**config.mk**
```make
export PLATFORM = sky130hd
export DESIGN_NAME = pkt_bus_arbiter
export DESIGN_NICKNAME = d
export VERILOG_FILES = /design/src/rtl/pkt_bus_arbiter.sv
export SDC_FILE = /design/constraint.sdc
export NUM_CORES = 1
export LEC_CHECK = 0
export BUFFER_PORTS_ARGS = -buffer_cell sky130_fd_sc_hd__buf_2
export CAP_MARGIN = 20
export CORE_MARGIN = 2
export CORE_UTILIZATION = 31
export DETAILED_ROUTE_END_ITERATION = 12
export PLACE_DENSITY = 0.64
export REMOVE_ABC_BUFFERS = 1
export SLEW_MARGIN = 30
export SYNTH_ARGS = -nofsm -noshare
export SYNTH_HDL_FRONTEND = slang
export SYNTH_SLANG_ARGS = --single-unit
```
**constraint.sdc**
```tcl
create_clock -name clk -period 3.5 [get_ports clk]
set_input_delay 0.35 -clock clk [delete_from_list [all_inputs] [get_ports clk]]
set_output_delay 0.35 -clock clk [all_outputs]
set_load 0.03 [all_outputs]
```
**src/rtl/pkt_bus_arbiter.sv**
```systemverilog
// pkt_bus_arbiter: round-robin merge of two packet ports onto one bus; optional truncation via PKT_ARB_MAXLEN_EN.
// Latency: 1 cycle, each accepted word is registered onto out_data/out_state/out_stop.
// Backpressure: only the granted port sees rdy high; the other port holds its word until granted.
module pkt_bus_arbiter #(
    parameter int DATA_W    = 80,
    parameter int CNT_W     = 16,
    parameter int MAX_WORDS = 64
) (
    input  logic              clk,
    input  logic              rst,
    input  logic [DATA_W-1:0] in0_data,
    input  logic              in0_state,
    input  logic              in0_stop,
    output logic              in0_rdy,
    input  logic [DATA_W-1:0] in1_data,
    input  logic              in1_state,
    input  logic              in1_stop,
    output logic              in1_rdy,
    output logic [DATA_W-1:0] out_data,
    output logic              out_state,
    output logic              out_stop,
    output logic [CNT_W-1:0]  pkt_cnt0,
    output logic [CNT_W-1:0]  pkt_cnt1
);

    typedef enum logic [1:0] {
        IDLE   = 2'd0,
        GRANT0 = 2'd1,
        GRANT1 = 2'd2
    } state_t;

    state_t              r_state;
    logic                r_rr_last;
    logic [DATA_W-1:0]   r_out_data;
    logic                r_out_state;
    logic                r_out_stop;
    logic [CNT_W-1:0]    r_cnt0;
    logic [CNT_W-1:0]    r_cnt1;

    logic                w_acc0;
    logic                w_acc1;
    logic                w_acc;
    logic                w_stop;
    logic                w_last;
    logic                w_fwd;
    logic                w_out_stop;
    logic [DATA_W-1:0]   w_dat;

    assign in0_rdy   = (r_state == GRANT0);
    assign in1_rdy   = (r_state == GRANT1);
    assign w_acc0    = in0_state & in0_rdy;
    assign w_acc1    = in1_state & in1_rdy;
    assign w_acc     = w_acc0 | w_acc1;
    assign w_dat     = (r_state == GRANT1) ? in1_data : in0_data;
    assign w_stop    = (r_state == GRANT1) ? in1_stop : in0_stop;
    assign w_last    = w_acc & w_stop;

    if (MAX_WORDS < 1) begin : g_max_words_invalid
    end

`ifdef PKT_ARB_MAXLEN_EN
    localparam int WC_W = $clog2(MAX_WORDS + 1);

    logic [WC_W-1:0] r_wcnt;
    logic            r_drop;
    logic            w_cap;

    // Once the cap is hit the rest of the input packet is drained but not forwarded.
    assign w_fwd      = w_acc & ~r_drop;
    assign w_cap      = w_fwd && (r_wcnt == WC_W'(MAX_WORDS - 1));
    assign w_out_stop = w_fwd & (w_stop | w_cap);

    always_ff @(posedge clk) begin
        if (rst || r_state == IDLE) begin
            r_wcnt <= '0;
            r_drop <= 1'b0;
        end else if (w_fwd) begin
            r_wcnt <= r_wcnt + WC_W'(1);
            if (w_cap && !w_stop) begin
                r_drop <= 1'b1;
            end
        end
    end
`else
    assign w_fwd      = w_acc;
    assign w_out_stop = w_last;
`endif

    always_ff @(posedge clk) begin
        if (rst) begin
            r_state     <= IDLE;
            r_rr_last   <= 1'b1;
            r_out_data  <= '0;
            r_out_state <= 1'b0;
            r_out_stop  <= 1'b0;
            r_cnt0      <= '0;
            r_cnt1      <= '0;
        end else begin
            case (r_state)
                // Tie goes to the port that did not win the previous arbitration.
                IDLE: begin
                    if (in0_state && (!in1_state || r_rr_last)) begin
                        r_state   <= GRANT0;
                        r_rr_last <= 1'b0;
                    end else if (in1_state) begin
                        r_state   <= GRANT1;
                        r_rr_last <= 1'b1;
                    end
                end
                GRANT0, GRANT1: begin
                    if (w_last) begin
                        r_state <= IDLE;
                    end
                end
                default: r_state <= IDLE;
            endcase

            r_out_state <= w_fwd;
            r_out_stop  <= w_out_stop;
            if (w_fwd) begin
                r_out_data <= w_dat;
            end

            if (w_acc0 && in0_stop) begin
                r_cnt0 <= r_cnt0 + CNT_W'(1);
            end
            if (w_acc1 && in1_stop) begin
                r_cnt1 <= r_cnt1 + CNT_W'(1);
            end
        end
    end

    assign out_data  = r_out_data;
    assign out_state = r_out_state;
    assign out_stop  = r_out_stop;
    assign pkt_cnt0  = r_cnt0;
    assign pkt_cnt1  = r_cnt1;

endmodule

```
==> metrics list, run 1 <==
* Crit path max-delay cell type: sky130_fd_sc_hd__buf_4
- Leading cell types by total area after synthesis: sky130_fd_sc_hd__dfxtp_1, sky130_fd_sc_hd__mux2i_1, sky130_fd_sc_hd__a211oi_1, sky130_fd_sc_hd__nor2_1, sky130_fd_sc_hd__clkbuf_1
- Across the routed clock network, the largest skew measured is 0.00751 ns.
* Required @ worst endpoint: 3.15 ns
- Crit-path cells: inv_1 > ha_4 > buf_4 > buf_2
- The worst pin sits at a relative slew slack of 39.3%.
- Hold-fix buffer count after cts: 0
- TritonCTS built the clock tree.
- Chip width: 133 um
- Most repeated cell in the gate-level netlist after synthesis: sky130_fd_sc_hd__dfxtp_1
- Post-synthesis sequential area ratio: 45.5%
- Summing the areas of all xor and xnor instances in the mapped netlist gives 2.89% of the synthesized area.
* Synth Area in Compound Gates: 15.5%
* Initial Utilization: 31.4%
- Filler instances: 1588
* Total wirelength of the detailed-routed design: 14000 um
- Row generation in the floorplan step produced 47 rows.
* Height of the die: 133 um
- In this run the worst path has a maximum fanout of 42.
- The detailed router finished its first iteration with 158 violations.
- CTS max path bufs: 2
* RSZ-0062 raised after global routing: no
* Weighted congestion at the end of routability-driven global placement: 0.760
* Maximum single-stage delay on the critical path: 0.53 ns
* Switching pwr: 1.38 mW
* Worst hold path class: input port to flop
* Remaining routing DRC violations: 0
- CTS saw 117 sinks.
- The number of antenna diodes in the final layout is 0.
- Number of global-route vias before repair: 4541
- Mapped Cells: 552
* Simple-Gate Fraction of Synth Area: 15.4%
- In this run, CTS created clock tree buffers numbering 17.
* Status: complete, no violations
- Area enclosed by the die boundary: 0.0177 sq mm
* Clock period minus final worst setup slack: 2.28 ns
- Total global routing track utilization: 15.8%
* Synth Area in Adders: 1.22%
- Multiplexer share of the synthesized area: 15.9%
- Ratio of final minimum period to clock period: 65.1%
- Vias post-DR: 4869
* Combinational family with the most area after synthesis: multiplexers
- Number of flops mapped to enable cells by yosys: 0
* Post-CTS Repair Setup Buffers: 0
* Cell area after technology mapping: 0.00515 sq mm
- In this run the static leakage power is 3.15 nW.
- Dividing the detail-routed wire length by the instance count gives 13.4 um.
- Number of nets in the layout: 988
* Final critical-path setup slack: 1.22 ns
- The count of buffers added on input and output ports is 281.
- Timing analysis after detailed placement gives a worst setup slack of 1.43 ns.
* H-Tree Level Count: 4
- Yosys cell types: 34
* Per-cell via count in the routed design: 4.64
- Number of register bits inferred by synthesis: 117
- Dominant synthesized flop cell: sky130_fd_sc_hd__dfxtp_1
* Ratio of cells with drive above 1 in the final layout: 39.5%
- The number of placed instances, taps included, is 1018.
- Per report_power, the combinational group accounts for 25.2% of the total.
- Clk pin slew, worst setup/hold paths: 0.05 ns
- Based on the critical path, the design can be clocked at up to 0.439 GHz.
- Of the post-synthesis cell area, the dominant cell type holds 45.5%.
- Across the run, the number of max-cap violations was 0.
* Non-Filler Cell Area, Final: 0.00735 sq mm
- For this design the top-level I/O count stands at 282.
* Part of the total power dissipated in sequential elements: 35.2%
- Number of antenna violations at the first check in global routing: 0
- Grt ovf: 0
- Global-route wire length before repair: 22300 um
* Most used standard cells in the synthesized netlist: sky130_fd_sc_hd__dfxtp_1, sky130_fd_sc_hd__nor2_1, sky130_fd_sc_hd__mux2i_1
- The worst setup path is captured at an output port.
* Setup Viol. Count Final: 0
- IR analysis of the VDD net gives a maximum drop of 336 uV.
- The critical path in this run is classified as flop to output port.
* Area growth from synthesis to layout: 42.7%
- After legalization and detailed placement, the total HPWL measured 10300 um.
* CTS Root Buffer Type: sky130_fd_sc_hd__clkbuf_16
- Internal power comes to 3.06 mW.
* Power Density: 604 mW/mm^2
- Post-place instance area: 0.00675 sq mm
- The detail route stage leaves a number of antenna-violating nets equal to 0.
* Async set-or-reset flop fraction in the synthesized netlist: 0%
- Power share of the clock group: 39.5%
* Final non-filler cell total: 1050
- Entering global routing, the biggest net connects 85 pins.
- Slew at the pin closest to its max-slew limit: 0.911 ns
- Detailed-routing iteration count for the pre-antenna-repair pass: 4
- Synthesis Warnings: 0
* Share of total power consumed by net switching: 31.2%
* Core box area: 0.0164 sq mm
* Arrival @ worst endpoint: 1.93 ns
- At the later pin of the worst-skew pair, clock insertion delay measures 0.41 ns.
- Final Slew Violations: 0
- The total count of hold-check failures in the final report was 0.
- Post-CTS repair changed the size of 0 cells.
- Nature of the critical path startpoint: flop
- The synthesized design spends more area on one cell type than any other, namely sky130_fd_sc_hd__dfxtp_1.
- A synthesized cell averages 9.33 sq um.
-- worst max-delay path: cells and delay by family (launching register included) --
kind / cells / cell delay (ns)
flip-flops: 1 / 0.32
buffers and inverters: 3 / 0.97
adder cells (fa/ha/maj): 1 / 0.19
-- routing by layer --
metal / wire, um / GRT usage, % / vias to the layer above
met2: 6740 / 25.3 / 172
met3: 799 / 4.44 / 21
met4: 289 / 6.69 / 0
met1: 6210 / 19.8 / 2133
met5: 0 / 0 / -
li1: - / - / 2543
-- cell type report --
cell class,count,area [sq um],area share (%)
inverters,5,18.8,0.255
repair buffers,287,1470,20.0
clock inverters,10,128,1.74
well taps,220,275,3.75
flip-flops and latches,117,2340,31.9
multi-input cells,389,2640,36.0
clock buffers,22,474,6.45
-- sequential cells by signal, summed over array words and instances (netlist names) --
| name | cells |
|---|---|
| r_state | 2 |
| pkt_cnt0 | 16 |
| out_state | 1 |
| r_rr_last | 1 |
| pkt_cnt1 | 16 |
| out_data | 80 |
| out_stop | 1 |
-- path summary, 6_finish.rpt --
check | to | depth (start not counted) | startpoint | slack (ns)
setup / recovery | in1_rdy | 4 | r_state[0]$_SDFFE_PP0P_ | 1.22
hold reg to reg | pkt_cnt0[15]$_SDFFE_PP0P_ | 2 | pkt_cnt0[15]$_SDFFE_PP0P_ | 0.48
hold / removal | out_data[27]$_SDFFE_PP0P_ | 3 | in0_data[27] | 0.28
setup reg to reg | pkt_cnt1[6]$_SDFFE_PP0P_ | 6 | r_state[0]$_SDFFE_PP0P_ | 1.44
-- kinds of logic (layout without fill, tap and decap cells) --
logic type | Yosys count | after routing
flops | 117 | 117
xor+xnor | 17 | 17
mux | 82 | 82
fa+ha+maj | 5 | 5
simple gates | 170 | 170
compound gates | 115 | 115
buf+inv | 46 | 324
-- power groups by stage --
stage	logic (mW)	clock network [mW]	registers, mW
2_1_floorplan	0.524	0	1.88
3_3_place_gp	1.13	0	1.59
3_5_place_dp	1.13	0	1.59
4_1_cts	1.13	1.80	1.57
5_1_grt	1.22	1.85	1.59
6_report	1.12	1.76	1.57
-- layout by cell type, fill, tap and decap left out, types with 2 or more instances in the layout --
cell type and count:
sky130_fd_sc_hd__and4_1 2, sky130_fd_sc_hd__nor2_1 100, sky130_fd_sc_hd__o21ai_0 13, sky130_fd_sc_hd__xnor2_1 8
sky130_fd_sc_hd__nand2_1 14, sky130_fd_sc_hd__inv_1 5, sky130_fd_sc_hd__nand4_1 10, sky130_fd_sc_hd__buf_2 280
sky130_fd_sc_hd__dfxtp_1 117, sky130_fd_sc_hd__o31ai_1 2, sky130_fd_sc_hd__a21oi_1 16, sky130_fd_sc_hd__and3_1 2
sky130_fd_sc_hd__or3_1 9, sky130_fd_sc_hd__clkinv_2 6, sky130_fd_sc_hd__nor3b_1 2, sky130_fd_sc_hd__or3_2 4
sky130_fd_sc_hd__buf_4 6, sky130_fd_sc_hd__and2_1 2, sky130_fd_sc_hd__ha_1 4, sky130_fd_sc_hd__clkbuf_1 2
sky130_fd_sc_hd__clkbuf_8 3, sky130_fd_sc_hd__mux2i_1 82, sky130_fd_sc_hd__clkbuf_16 17, sky130_fd_sc_hd__bufinv_16 3
sky130_fd_sc_hd__nand3_1 11, sky130_fd_sc_hd__xor2_1 9, sky130_fd_sc_hd__a211oi_1 80, sky130_fd_sc_hd__or4_1 2
sky130_fd_sc_hd__a211o_1 3, sky130_fd_sc_hd__nor3_1 4
-- metrics by stage --
stage | util, % | hold slack (ns) | TNS (ns) | power (mW)
floorplan | - | 0.419 | -269.89 | 2.41
global placement | 41.1 | 0.462 | 0 | 2.71
detailed placement | 41.1 | 0.484 | 0 | 2.72
CTS | 44.8 | 0.260 | 0 | 4.50
global route | 44.8 | 0.271 | 0 | 4.66
finish | 44.8 | 0.277 | 0 | 4.44
No activity file was read; power rests on OpenSTA's default activity.
==> run 2: changes to the inputs <==
--- a/config.mk
+++ b/config.mk
@@ -10,7 +10,7 @@
 export CORE_MARGIN = 2
 export CORE_UTILIZATION = 31
 export DETAILED_ROUTE_END_ITERATION = 12
-export PLACE_DENSITY = 0.64
+export PLACE_DENSITY = 0.66
 export REMOVE_ABC_BUFFERS = 1
 export SLEW_MARGIN = 30
 export SYNTH_ARGS = -nofsm -noshare
==> constraint.sdc (replaced) <==
create_clock -name clk -period 1.85 [get_ports clk]
set_input_delay 0.185 -clock clk [delete_from_list [all_inputs] [get_ports clk]]
set_output_delay 0.185 -clock clk [all_outputs]
set_load 0.03 [all_outputs]
==> run 2 against run 1 <==
Net effect:
- power grew 100%
- via count grew 5.1%
- die area is the same
- design area grew 4.6%
- hold slack lost 0.20 ns
- combinational power grew 100%
- clock power grew 110%
- cell count grew 1.8%
- largest cell class unchanged
- largest power group unchanged
- global-route usage grew 0.17 points
- routed wire length grew 7.6%
==> metrics list, run 2 (synthesis gave the netlist of run 1 again) <==
- The final hold slack is 0.0730 ns (-0.204 ns).
- The total of buffers placed on input and output ports is 281 (unchanged).
- The final layout net count came to 1008 (+2.0%).
- FP Rows: 47 (unchanged)
* Clock insertion delay at the later pin of the skew report: 0.41 ns (about the same)
- The chip width came to 133 um (unchanged).
* Slew at the pin closest to its max-slew limit: 0.516 ns (-0.395 ns)
* Final Slew Violations: 0 (unchanged)
- Share of total power consumed by net switching: 30.4% (-0.79 points)
* Hold-fix buffer count after cts: 0 (unchanged)
- Initial Utilization: 31.4% (unchanged)
* Weighted congestion at the end of routability-driven global placement: 0.773 (+1.7%)
- The total count of hold-check failures in the final report came to 0 (unchanged).
- Number of max-cap violations: 0 (unchanged)
- Clk pin slew, worst setup/hold paths: 0.05 ns (about the same)
- The maximum number of pins on one net before global-route repair was 70 (-18%).
- The static leakage was 3.33 nW (+5.4%).
- Per-cell via count in the routed design: 4.79 (+3.3%)
* Core box area: 0.0164 sq mm (unchanged)
- Area enclosed by the die boundary: 0.0177 sq mm (unchanged)
- The final setup skew is 0.0111 ns (+0.00359 ns).
* Most Crowded Layer GR: met2
- Starting DRC count in detailed routing: 191 (+21%)
- The buffer levels on the longest clock path is 2 (unchanged).
- The worst setup margin is 0.133 ns (-1.09 ns).
- Power Density: 1160 mW/mm^2 (+92%)
- The filler cell count was 1579 (-0.57%).
* Top-level I/O count: 282 (unchanged)
- Total inserted antenna cells: 0 (unchanged)
- In the layout the commonest cells are sky130_fd_sc_hd__buf_2, sky130_fd_sc_hd__dfxtp_1, sky130_fd_sc_hd__nor2_1.
* Area growth from synthesis to layout: 49.4%
- The setup slack at placement came to 0.130 ns (-1.30 ns).
* Per-cell routed wire length: 14.1 um (+5.7%)
- The global routing usage on met1 is 19.0% (-0.83 points).
- The worst setup path is captured at a flop.
* Maximum single-stage delay on the critical path: 0.50 ns (-0.03 ns)
* Most common library cell in the layout ignoring fill and taps: sky130_fd_sc_hd__buf_2
- The placed standard-cell area was 0.00690 sq mm (+2.3%).
- The signal on the critical path passes through nand4_1 > or3_4 > or4_1 > a21oi_1.
* Arrival @ worst endpoint: 2.05 ns (+0.12 ns)
- The flow ran to the end, and the final reports show no timing, DRC or antenna violations.
- STA classifies the critical path startpoint as a flop.
- Vias post-DR: 5119 (+5.1%)
- Derived from the worst setup path, the maximum achievable clock frequency is 0.583 GHz.
- In this run the worst hold path is classified as input port to flop.
- Ratio of final minimum period to clock period: 92.8%
- CTS tree: yes
- In this run the clock root is driven by a sky130_fd_sc_hd__clkbuf_16.
- Maximum fanout encountered on the critical timing path: 6 (-86%)
* Number of antenna violations at the first check in global routing: 0 (unchanged)
- The routed wire length came to 15100 um (+7.6%).
- The clock period could shrink to 1.72 ns.
- The slowest stage of the critical path belongs to the cell sky130_fd_sc_hd__or4_1.
- Combinational share of power: 25.7% (+0.5 points)
- Switching pwr: 2.70 mW (+95%)
- The internal power of the cells is 6.20 mW (+100%).
- The TritonCTS buffer count was 17 (unchanged).
- The final number of setup-violating endpoints was 0 (unchanged).
- The count of antenna-violating nets left after detailed routing was 0 (unchanged).
* Max transition margin: 65.6% (+26 points)
- Ratio of cells with drive above 1 in the final layout: 41.2% (+1.7 points)
- Met3 layer usage reported by global route: 4.87% (+0.42 points)
- Largest register FFs: 80 (unchanged)
- Sink count of the clock tree: 117 (unchanged)
- Maximum resistive drop on vdd: 922 uV (+170%)
- The critical path required time was 2.19 ns (-0.96 ns).
- The post-route DRC violation count was 0 (unchanged).
- Setup repair after global routing left no endpoint under its margin.
* Number of global-route vias before repair: 4590 (+1.1%)
- The die height came to 133 um (unchanged).
- The number of iterations in the first detailed-routing pass came to 4 (unchanged).
- Part of the total power dissipated in sequential elements: 33.2% (-2.0 points)
- The H-tree level count was 4 (unchanged).
* Total global routing track utilization: 15.9% (+0.17 points)
* Global-route wire length before repair: 22700 um (+1.7%)
- The global-route track usage on met2 is 27.8% (+2.5 points).
- The half-perimeter wire length after placement is 10300 um (-0.12%).
* Non-Filler Cell Area, Final: 0.00769 sq mm (+4.6%)
- The proportion of power drawn by the clock network is 41.1% (+1.6 points).
- Grt ovf: 0 (unchanged)
- The critical path in this run is classified as flop to flop.
==> run 2: path summary, 6_finish.rpt <==
check                                                from                         to  slack (ns)  cells after the start
worst max-delay path             pkt_cnt0[8]$_SDFFE_PP0P_  pkt_cnt0[15]$_SDFFE_PP0P_        0.13                      4
worst max register to register   pkt_cnt0[8]$_SDFFE_PP0P_  pkt_cnt0[15]$_SDFFE_PP0P_        0.13                      4
worst min register to register  pkt_cnt0[15]$_SDFFE_PP0P_  pkt_cnt0[15]$_SDFFE_PP0P_        0.48                      2
worst min-delay path                                  rst   pkt_cnt0[9]$_SDFFE_PP0P_        0.07                      2
==> run 2: metrics by stage <==
stage               util [%]  power, mW  cells  setup TNS [ns]
floorplan                  -       4.55    511         -436.45
global placement        42.1       5.16   1032               0
detailed placement      42.1       5.19   1032               0
CTS                     46.1       8.87   1063               0
global route            46.9       9.31   1069               0
finish                  46.9       8.90   1069               0
==> run 2: cell type report <==
| class | count | area [sq um] | share of cell area (%) |
|---|---|---|---|
| Multi-Input combinational cell | 389 | 2650 | 34.5 |
| Sequential cell | 117 | 2340 | 30.5 |
| Timing Repair Buffer | 307 | 1740 | 22.7 |
| Clock buffer | 22 | 484 | 6.30 |
| Tap cell | 220 | 275 | 3.58 |
| Clock inverter | 9 | 173 | 2.25 |
| Inverter | 5 | 18.8 | 0.244 |
==> run 2: power by group through the flow <==
stage,clock (mW),sequential [mW],combinational (mW)
6_report,3.66,2.95,2.29
3_3_place_gp,0,2.99,2.17
4_1_cts,3.73,2.95,2.19
3_5_place_dp,0,3.00,2.19
5_1_grt,3.85,2.99,2.47
2_1_floorplan,0,3.56,0.991
==> run 2: timing repair <==
| item | CTS | global route |
|---|---|---|
| resized for setup | 1 | 5 |
| endpoints found under the setup margin | 1 | 43 |
| setup buffers | 0 | 3 |
| pin swaps | 0 | 1 |
| cloned | 0 | 3 |
==> run 2: worst max-delay path, delay by kind of cell (launching register included) <==
kind | cells | cell delay [ns]
flip-flops | 1 | 0.38
AO/OA/AOI/OAI | 1 | 0.15
AND/OR/NAND/NOR | 3 | 1.12
==> run 2: metal layers <==
layer / part of all wire (%) / vias to the layer above
li1: - / 2578
met1: 43 / 2364
met2: 51 / 166
met3: 4.9 / 11
met4: 1.0 / 0
met5: 0 / -
==> run 3: changes to the inputs <==
--- a/config.mk
+++ b/config.mk
@@ -9,6 +9,7 @@
 export CAP_MARGIN = 20
 export CORE_MARGIN = 2
 export CORE_UTILIZATION = 31
+export CTS_BUF_LIST = sky130_fd_sc_hd__clkbuf_2 sky130_fd_sc_hd__clkbuf_4 sky130_fd_sc_hd__clkbuf_8
 export DETAILED_ROUTE_END_ITERATION = 12
 export PLACE_DENSITY = 0.66
 export REMOVE_ABC_BUFFERS = 1
==> run 3 against run 2 <==
Net effect:
- cell count about the same
- largest power group is now sequential cells
- critical path type unchanged
- highest routed layer unchanged
- critical endpoint unchanged
- sequential power about the same
- die area unchanged
- combinational power about the same
- maximum frequency decreased by 1.7%
- first-iteration DRC count decreased by 4.2%
- non-clock buffer count increased by 1
- clock-buffer cell count unchanged
- core utilization decreased by 1.1 points
- clock skew decreased by 0.0013 ns
- global-route usage decreased by 0.11 points
==> metrics list, run 3 (synthesis gave the netlist of run 1 again) <==
* Static leakage: 3.25 nW (-2.2%)
* Worst hold path class: input port to flop
- FP Rows: 47 (unchanged)
- The filler cell count is 1601 (+1.4%).
* Power Density: 1070 mW/mm^2 (-7.9%)
- Number of hold violations in the final report: 0 (unchanged)
- The flip-flop count of the largest register after layout came to 80 (unchanged).
- Maximum clock rate: 0.573 GHz (-1.7%)
* Critical Path End Type: flop
- P_int: 5.44 mW (-12%)
* Per-cell via count in the routed design: 4.81 (+0.55%)
* Clock period minus final worst setup slack: 1.75 ns (+0.0290 ns)
* CTS tree: yes
- Share of total power consumed by net switching: 32.1% (+1.8 points)
- Height of the die: 133 um (unchanged)
- The worst setup path is launched from a flop.
* Most Crowded Layer GR: met2
- Combinational share of power: 28.7% (+3.0 points)
- Post-route core utilization: 45.8% (-1.1 points)
- Final non-filler cell total: 1070 (+0.094%)
* Met2 global-route usage: 27.2% (-0.63 points)
- The TritonCTS buffer count came to 17 (unchanged).
* Final Slew Violations: 0 (unchanged)
* Most common library cell in the layout ignoring fill and taps: sky130_fd_sc_hd__buf_2
* Top-level I/O count: 282 (unchanged)
- The global-route met3 utilization came to 4.67% (-0.19 points).
- Buffers added on ports: 281 (unchanged)
- The cell count after placement came to 1032 (unchanged).
- Largest net degree at the start of global routing: 70 (unchanged)
- Sink count of the clock tree: 117 (unchanged)
- Number of antenna violations at the first check in global routing: 0 (unchanged)
* Global-route wire length before repair: 22500 um (-0.67%)
* Area growth from synthesis to layout: 46.0%
* Part of the total power dissipated in sequential elements: 36.8% (+3.6 points)
* Starting DRC count in detailed routing: 183 (-4.2%)
- The relative slew slack was 65.6% (about the same).
- The final period utilization was 94.4% (+1.6 points).
- Slew at the pin closest to its max-slew limit: 0.516 ns (+0.0000797 ns)
* Status: complete, no violations
- RSZ-0062 raised after global routing: no
- The final hold slack was 0.0547 ns (-0.0183 ns).
* CTS Root Buffer Type: sky130_fd_sc_hd__clkbuf_8
- Arrival @ worst endpoint: 2.10 ns (+0.05 ns)
- The H-tree level count came to 4 (unchanged).
* Critical setup path kind: flop to flop
- Number of max-cap violations: 0 (unchanged)
* Remaining routing DRC violations: 0 (unchanged)
* Post-route clock skew: 0.00982 ns (-0.00127 ns)
* Highest-count cells in the layout ignoring fill and taps: sky130_fd_sc_hd__buf_2, sky130_fd_sc_hd__dfxtp_1, sky130_fd_sc_hd__nor2_1
- The final layout net count was 1009 (+0.099%).
* Setup Viol. Count Final: 0 (unchanged)
* Total inserted antenna cells: 0 (unchanged)
- Core box area: 0.0164 sq mm (unchanged)
* Number of global-route vias before repair: 4625 (+0.76%)
- Per-cell routed wire length: 13.8 um (-2.5%)
* Clk pin slew, worst setup/hold paths: 0.07 ns (+0.02 ns)
* Clock insertion delay at the later pin of the skew report: 0.43 ns (+0.02 ns)
- The count of antenna-violating nets left after detailed routing was 0 (unchanged).
- Detailed-routing iteration count for the pre-antenna-repair pass: 6 (+2)
- Global routing usage on met1: 19.0% (+0.047 points)
- Maximum resistive drop on vdd: 495 uV (-46%)
* Total global routing track utilization: 15.8% (-0.11 points)
* Area enclosed by the die boundary: 0.0177 sq mm (unchanged)
- The chip width was 133 um (unchanged).
- The vias after detailed routing came to 5152 (+0.64%).
* Power share of the clock group: 34.5% (-6.6 points)
- The critical path required time was 2.21 ns (+0.02 ns).
* Maximum fanout encountered on the critical timing path: 7 (+1)
- Ratio of cells with drive above 1 in the final layout: 41.3% (+0.069 points)
- CTS max path bufs: 2 (unchanged)
* Initial Utilization: 31.4% (unchanged)
- Switching pwr: 2.58 mW (-4.7%)
* Weighted congestion at the end of routability-driven global placement: 0.773 (unchanged)
- The number of buffers inserted by hold repair at cts was 0 (unchanged).
- The routed wire length is 14700 um (-2.4%).
- HPWL after DPL: 10300 um (unchanged)
- The overflow left after global routing was 0 (unchanged).
-- run 3: cell types whose count changed in the layout (fill, tap and decap cells not counted), sizes merged --
cell    before  now
clkbuf      25   24
bufbuf       0    1
buf        304  305
-- run 3: layer usage --
layer  vias to the layer above  routed length [um]
met3                        15                 839
met1                      2392                6260
met4                         0                 194
li1                       2566                   -
met2                       179                7450
met5                         -                   0
-- run 3: metrics by stage --
stage,worst slack [ns],area (sq um),TNS (ns),power [mW]
floorplan,-4.79,4980,-436.45,4.55
global placement,0.158,6900,0,5.16
detailed placement,0.130,6900,0,5.19
CTS,0.0291,7410,0,8.01
global route,0.00809,7510,0,8.42
finish,0.104,7510,0,8.02
-- run 3: power by group through the flow --
stage               clock network (mW)  logic (mW)  registers (mW)
floorplan                            0       0.991            3.56
global placement                     0        2.17            2.99
detailed placement                   0        2.19            3.00
CTS                               2.84        2.23            2.95
global route                      2.95        2.48            2.98
finish                            2.77        2.30            2.95
-- run 3: path summary, 6_finish.rpt --
check,start,end,slack (ns),depth (start not counted)
setup / recovery,pkt_cnt0[6]$_SDFFE_PP0P_,pkt_cnt0[15]$_SDFFE_PP0P_,0.10,4
hold / removal,rst,pkt_cnt0[9]$_SDFFE_PP0P_,0.05,2
setup reg to reg,pkt_cnt0[6]$_SDFFE_PP0P_,pkt_cnt0[15]$_SDFFE_PP0P_,0.10,4
hold reg to reg,pkt_cnt0[15]$_SDFFE_PP0P_,pkt_cnt0[15]$_SDFFE_PP0P_,0.48,2
-- run 3: final cells by class --
type | instances | area [sq um] | area share (%)
clock buffers | 22 | 297 | 3.95
repair buffers | 308 | 1760 | 23.4
flip-flops and latches | 117 | 2340 | 31.2
well taps | 220 | 275 | 3.66
inverters | 5 | 18.8 | 0.250
clock inverters | 9 | 173 | 2.30
multi-input cells | 389 | 2650 | 35.3
-- run 3: critical path, stage by stage (launching register included) --
cell                      delay (ns)
sky130_fd_sc_hd__dfxtp_1        0.43
sky130_fd_sc_hd__nand4_1        0.18
sky130_fd_sc_hd__or3_4          0.43
sky130_fd_sc_hd__or4_1          0.50
sky130_fd_sc_hd__a21oi_1        0.14
-- run 3: repair_timing --
action                     CTS  global route
pin swaps                    0             1
setup endpoints to repair    1            61
cloned                       1             2
gates resized for setup      1             4
setup buffers                0             4
